**config.mk**
```make
export PLATFORM = sky130hd
export DESIGN_NAME = wb_addr_decoder
export DESIGN_NICKNAME = d
export VERILOG_FILES = /design/src/rtl/wb_addr_decoder_pkg.sv /design/src/rtl/wb_addr_match.sv /design/src/rtl/wb_addr_decoder.sv
export SDC_FILE = /design/constraint.sdc
export NUM_CORES = 1
export LEC_CHECK = 0
export ABC_CLOCK_PERIOD_IN_PS = 5800
export BUFFER_PORTS_ARGS = -buffer_cell sky130_fd_sc_hd__buf_2
export CAP_MARGIN = 15
export CORE_AREA = 5 5 131 133
export CTS_CLUSTER_DIAMETER = 30
export DETAILED_ROUTE_END_ITERATION = 8
export DIE_AREA = 0 0 136 138
export PLACE_DENSITY = 0.74
export SLEW_MARGIN = 20
export SYNTH_ARGS = -nofsm -noshare
export SYNTH_HDL_FRONTEND = slang
export SYNTH_HIERARCHICAL = 1
export SYNTH_SLANG_ARGS = --single-unit
export TNS_END_PERCENT = 1
```
**constraint.sdc**
```tcl
create_clock -name clk -period 5.8 [get_ports clk]
set_clock_uncertainty 0.05 [all_clocks]
set_input_delay 1.74 -clock clk [delete_from_list [all_inputs] [get_ports clk]]
set_output_delay 1.74 -clock clk [all_outputs]
set_load 0.05 [all_outputs]
```
**src/rtl/wb_addr_decoder_pkg.sv**
```systemverilog
// Shared definitions for the Wishbone address decoder: state encodings,
// sizing helpers and the default SoC memory map.
package wb_addr_decoder_pkg;

  localparam logic [1:0] WB_IDLE = 2'd0;
  localparam logic [1:0] WB_BUSY = 2'd1;
  localparam logic [1:0] WB_ERR  = 2'd2;

  // bootrom, internal RAM, IO block A, IO block B (slave 0 in the low word)
  localparam int          DEF_NSLAVES = 4;
  localparam logic [127:0] DEF_BASE = {32'hc000_1000, 32'hc000_0000, 32'hb000_8000, 32'hb000_0000};
  localparam logic [127:0] DEF_MASK = {32'hffff_f000, 32'hffff_f000, 32'hffff_8000, 32'hffff_8000};

  function automatic int clog2(input int v);
    int r;
    r = 0;
    for (int i = 0; i < 32; i++)
      if ((64'd1 << r) < 64'(v)) r++;
    return r;
  endfunction

  // index width that never collapses to zero bits
  function automatic int idx_w(input int n);
    return (n > 1) ? clog2(n) : 1;
  endfunction

endpackage

```
**src/rtl/wb_addr_match.sv**
```systemverilog
// Base/mask window compare with lowest-index priority; purely combinational
// so it can be shared by other bridges that need the same memory map.
module wb_addr_match
  import wb_addr_decoder_pkg::*;
#(
  parameter int                    NSLAVES = DEF_NSLAVES,
  parameter int                    AW      = 32,
  parameter int                    IW      = idx_w(NSLAVES),
  parameter logic [NSLAVES*AW-1:0] BASE    = '0,
  parameter logic [NSLAVES*AW-1:0] MASK    = '0
)(
  input  logic [AW-1:0] addr,
  output logic          hit,
  output logic [IW-1:0] idx
);

  logic [NSLAVES-1:0] match;

  for (genvar i = 0; i < NSLAVES; i++) begin : g_cmp
    assign match[i] = (addr & MASK[i*AW +: AW]) == BASE[i*AW +: AW];
  end

  // scan downward so the lowest matching window is the last one written
  always_comb begin
    hit = 1'b0;
    idx = '0;
    for (int i = NSLAVES - 1; i >= 0; i--) begin
      if (match[i]) begin
        hit = 1'b1;
        idx = IW'(i);
      end
    end
  end

endmodule

```
**src/rtl/wb_addr_decoder.sv**
```systemverilog
// One-master / N-slave pipelined Wishbone decoder with one transaction in
// flight, bus error on unmapped access or slave timeout, sticky fault record.
module wb_addr_decoder
  import wb_addr_decoder_pkg::*;
#(
  parameter int                    NSLAVES    = DEF_NSLAVES,
  parameter int                    AW         = 32,
  parameter int                    DW         = 32,
  parameter logic [NSLAVES*AW-1:0] SLAVE_BASE = DEF_BASE,
  parameter logic [NSLAVES*AW-1:0] SLAVE_MASK = DEF_MASK,
  parameter int                    TIMEOUT    = 255
)(
  input  logic                  clk,
  input  logic                  reset,
  input  logic                  i_wb_cyc,
  input  logic                  i_wb_stb,
  input  logic                  i_wb_we,
  input  logic [AW-1:0]         i_wb_addr,
  input  logic [DW-1:0]         i_wb_data,
  output logic [DW-1:0]         o_wb_data,
  output logic                  o_wb_stall,
  output logic                  o_wb_ack,
  output logic                  o_wb_err,
  output logic [NSLAVES-1:0]    o_s_stb,
  output logic                  o_s_we,
  output logic [AW-1:0]         o_s_addr,
  output logic [DW-1:0]         o_s_data,
  input  logic [NSLAVES*DW-1:0] i_s_data,
  input  logic [NSLAVES-1:0]    i_s_stall,
  input  logic [NSLAVES-1:0]    i_s_ack,
  output logic                  o_exception,
  output logic [AW-1:0]         o_fault_addr,
  input  logic                  i_exc_clear
);

  localparam int IW = idx_w(NSLAVES);
  localparam int TW = (TIMEOUT > 0) ? clog2(TIMEOUT + 1) : 1;

  logic [1:0]    state;
  logic [IW-1:0] sel;
  logic [TW-1:0] timer;
  logic [AW-1:0] req_addr;
  logic          err_q;
  logic          req, hit, expire;
  logic [IW-1:0] idx;

  wb_addr_match #(
    .NSLAVES (NSLAVES),
    .AW      (AW),
    .IW      (IW),
    .BASE    (SLAVE_BASE),
    .MASK    (SLAVE_MASK)
  ) u_match (
    .addr (i_wb_addr),
    .hit  (hit),
    .idx  (idx)
  );

  assign req      = i_wb_cyc & i_wb_stb;
  assign expire   = (TIMEOUT != 0) && (timer == TW'(TIMEOUT - 1));
  assign o_s_we   = i_wb_we;
  assign o_s_addr = i_wb_addr;
  assign o_s_data = i_wb_data;
  // a master that drops cyc during ERR has abandoned the cycle: no err seen
  assign o_wb_err = err_q & i_wb_cyc;

  always_comb begin
    o_s_stb    = '0;
    o_wb_stall = 1'b1;
    o_wb_ack   = 1'b0;
    o_wb_data  = '0;
    if (reset) begin
      case (state)
        WB_IDLE: begin
          o_wb_stall = req & hit & i_s_stall[idx];
          if (req & hit) o_s_stb[idx] = 1'b1;
        end
        WB_BUSY: begin
          o_wb_ack  = i_wb_cyc & i_s_ack[sel];
          o_wb_data = i_s_data[sel*DW +: DW];
        end
        default: ;
      endcase
    end
  end

  always_ff @(posedge clk or negedge reset) begin
    if (!reset) begin
      state    <= WB_IDLE;
      sel      <= '0;
      timer    <= '0;
      req_addr <= '0;
      err_q    <= 1'b0;
    end else begin
      err_q <= 1'b0;
      case (state)
        WB_IDLE: begin
          if (req) begin
            req_addr <= i_wb_addr;
            timer    <= '0;
            if (!hit) begin
              state <= WB_ERR;
              err_q <= 1'b1;
            end else if (!i_s_stall[idx]) begin
              sel   <= idx;
              state <= WB_BUSY;
            end
          end
        end
        WB_BUSY: begin
          // abort beats ack, ack beats expiry
          if (!i_wb_cyc || i_s_ack[sel]) begin
            state <= WB_IDLE;
            timer <= '0;
          end else if (expire) begin
            state <= WB_ERR;
            err_q <= 1'b1;
            timer <= '0;
          end else if (timer != {TW{1'b1}}) begin
            timer <= timer + 1'b1;
          end
        end
        default: state <= WB_IDLE;
      endcase
    end
  end

  // the fault is recorded even if the master drops cyc during ERR; a new
  // fault outranks a clear arriving in the same cycle
  always_ff @(posedge clk or negedge reset) begin
    if (!reset) begin
      o_exception  <= 1'b0;
      o_fault_addr <= '0;
    end else if (state == WB_ERR) begin
      o_exception <= 1'b1;
      if (!o_exception || i_exc_clear) o_fault_addr <= req_addr;
    end else if (i_exc_clear) begin
      o_exception  <= 1'b0;
      o_fault_addr <= '0;
    end
  end

endmodule

```
==> results.toml <==
[final_layout]
drive_gt1_frac = 0.624
synthToLayoutAreaGrowth_pct = 31.7
nets = 807
diodes = 0
fin_cells = 820

[global_routing]
first_global_vias = 4266
antenna_found_initial = 0
globalRouteTotalUtil = 0.165
grt_overflow_total = 0
grt_pass1_wl_mm = 24.4
grt_max_degree = 75

[power]
leakagePower_nw = 3.05
total_power_w = 0.00153
power_density_nw_per_um2 = 245
ir_drop_mv = 0.230

[cts]
cts_sinks = 78
clk_pin_slew_ps = 50
cts_hold_buf = 0
cts_tree = "built"
cts-root-buf = "clkbuf_16"
cts_resized = 0
numCtsBuffers = 9
post-cts-setup-buffer-count = 0
h-tree-depth = 3
clk_latency_ps = 330
clk_path_buf_depth = 2

[sta]
worst_pin_slew_ps = 938
fin_crit_ps = 5640
period_share = 0.973
max_clock_freq_ghz = 0.177
fin_ws_ps = 157
maxSlewViolCount = 0
slew_headroom = 0.375
rsz0062_at_grt = "no"
finalHoldViolCount = 0
finalSetupViolations = 0

[floorplan]
design.die.area_um2 = 18800
initial_core_util = 0.302
io_pins = 343
rows = 46
die_w_um = 136
core_um2 = 15700
die_h_um = 138

[placement]
dpl.cell_count = 804
portBuffers = 276
hpwl_mm = 13.1
post-place-ws_ps = 186
place.gp.congestion = 0.843

[yosys]
seq_area_frac_synth = 0.412
ys_seq_elements = 78
synth_fp_nets = 598
yosysUniqueCellTypes = 41
synth.area.top_cells = "dfrtp_1 41%, mux4_2 16%, buf_4 10%, mux2_2 8.3%, a22o_1 5.9%"
syn_inst = 390
syn_area_um2 = 4740
ys_warn_count = 6
synth_top_area_share = 0.412
syn_avg_cell_area_um2 = 12.2
yosysTopAreaCell = "dfrtp_1"

[route]
viasPerCell = 5.01
post_drt_wl_per_cell_um = 19.9
num_vias = 4106
route.met3.wl_mm = 1.87
post-route-drc-count = 0
wl_met2_mm = 7.76
drt-met1-wl_mm = 6.42
top_layer = "met4"
wl_mm = 16.3
ant_nets = 0
drtIter0Drc = 182
drt_pre_antenna_iters = 4

[worst_setup_path]
rr_endpoint = "timer[4]"
reg2reg_depth = 4
cp.required_ps = 4010
critPathArrivalTime_ps = 3850
path_class = "input pin to output pin"
endpoint_kind = "output pin"
rrSetupSlack_ps = 3040
worst-path-max-fanout = 3
crit_path_start_kind = "input pin"
timing.rr.start = "sel[0]"

[min_path]
hold_start = "req_addr[12]"
hold_class = "flip-flop to flip-flop"
whs_endpoint = "o_fault_addr[12]"
min_path_cells = 1

[status]
status = "finished, final reports clean"

[run]
max_cap_viol_count = 0
report_power, final:
group / switching [W] / leakage, nW / internal [W] / total [W]
Sequential: 0.0000356 / 0.997 / 0.000609 / 0.000645
Combinational: 0.000228 / 1.93 / 0.000139 / 0.000367
Clock: 0.000214 / 0.129 / 0.000303 / 0.000517
registers in the layout, summed over array words and instances, names as in the netlist:
name,flops
sel,2
err_q,1
timer,8
o_exception,1
state,2
req_addr,32
o_fault_addr,32
routing by layer:
metal | GRT usage | vias to the layer above
li1 | - | 1810
met1 | 0.212 | 2011
met2 | 0.272 | 266
met3 | 0.0512 | 19
met4 | 0.0408 | 0
met5 | 0 | -
logic make-up after synthesis:
kind of cell               Yosys count  synth area share
DFF                                 78             0.412
muxes                               70             0.247
buffers and inverters               95             0.129
adders and majority gates            2           0.00528
and+or+nand+nor                     92             0.116
AOI/OAI and AO/OA                   53            0.0908
worst max path at each step:
| stage | start | endpoint | slack [ps] | cells after the start |
|---|---|---|---|---|
| after global placement | i_wb_addr[16] | o_wb_stall | 200 | 8 |
| after floorplan | i_wb_addr[15] | o_s_stb[2] | -160 | 5 |
| after CTS | i_wb_addr[16] | o_wb_stall | 180 | 8 |
| final | i_wb_addr[16] | o_wb_stall | 160 | 8 |
| after detailed placement | i_wb_addr[15] | o_wb_stall | 190 | 8 |
| after global routing | i_wb_addr[16] | o_wb_stall | 80 | 8 |
worst max-delay path, stage by stage:
cell	delay (ps)
buf_2	110
nor4_1	490
nand4_1	250
nor2b_1	280
mux4_2	560
nand4_1	110
nand2_1	90
buf_2	230
synthesized netlist by cell type, drive strengths merged:
library cell	count
a211o	2
a211oi	1
a21o	2
a21oi	3
a221o	4
a22o	32
and2	1
and3	5
and4	1
buf	70
clkbuf	17
dfrtp	78
ha	2
inv	8
mux2	35
mux2i	1
mux4	34
nand2	5
nand2b	1
nand3	4
nand3b	3
nand4	4
nor2	11
nor2b	33
nor3	5
nor3b	5
nor4	5
nor4b	1
nor4bb	1
o21ai	5
o22ai	3
o31ai	1
or2	3
or3	1
or3b	1
or4	1
or4b	1
per-stage QoR:
stage / TNS [ps] / util / hold WS (ps) / area [um^2]
CTS: 0 / 0.397 / 440 / 6240
floorplan: -343 / - / 412 / 4740
detailed placement: 0 / 0.379 / 427 / 5960
global placement: 0 / 0.379 / 416 / 5960
finish: 0 / 0.397 / 440 / 6240
global route: 0 / 0.397 / 454 / 6240
cells in the final DEF (no fill, tap or decap), types with 8 or more instances in the layout:
| cell | instances |
|---|---|
| a22o_1 | 32 |
| mux4_2 | 34 |
| buf_2 | 271 |
| nor2_1 | 10 |
| nor2b_1 | 33 |
| mux2_2 | 35 |
| dfrtp_1 | 77 |
| inv_1 | 8 |
| clkbuf_16 | 9 |
| buf_4 | 10 |
layout make-up:
class	count	area [um^2]
flip-flops and latches	78	1950
clock buffers	12	246
clock inverters	4	32.5
multi-input cells	217	2200
repair buffers	285	1510
fillers	1539	9470
inverters	8	30.0
well taps	216	270
No activity file was read; power rests on OpenSTA's default activity.
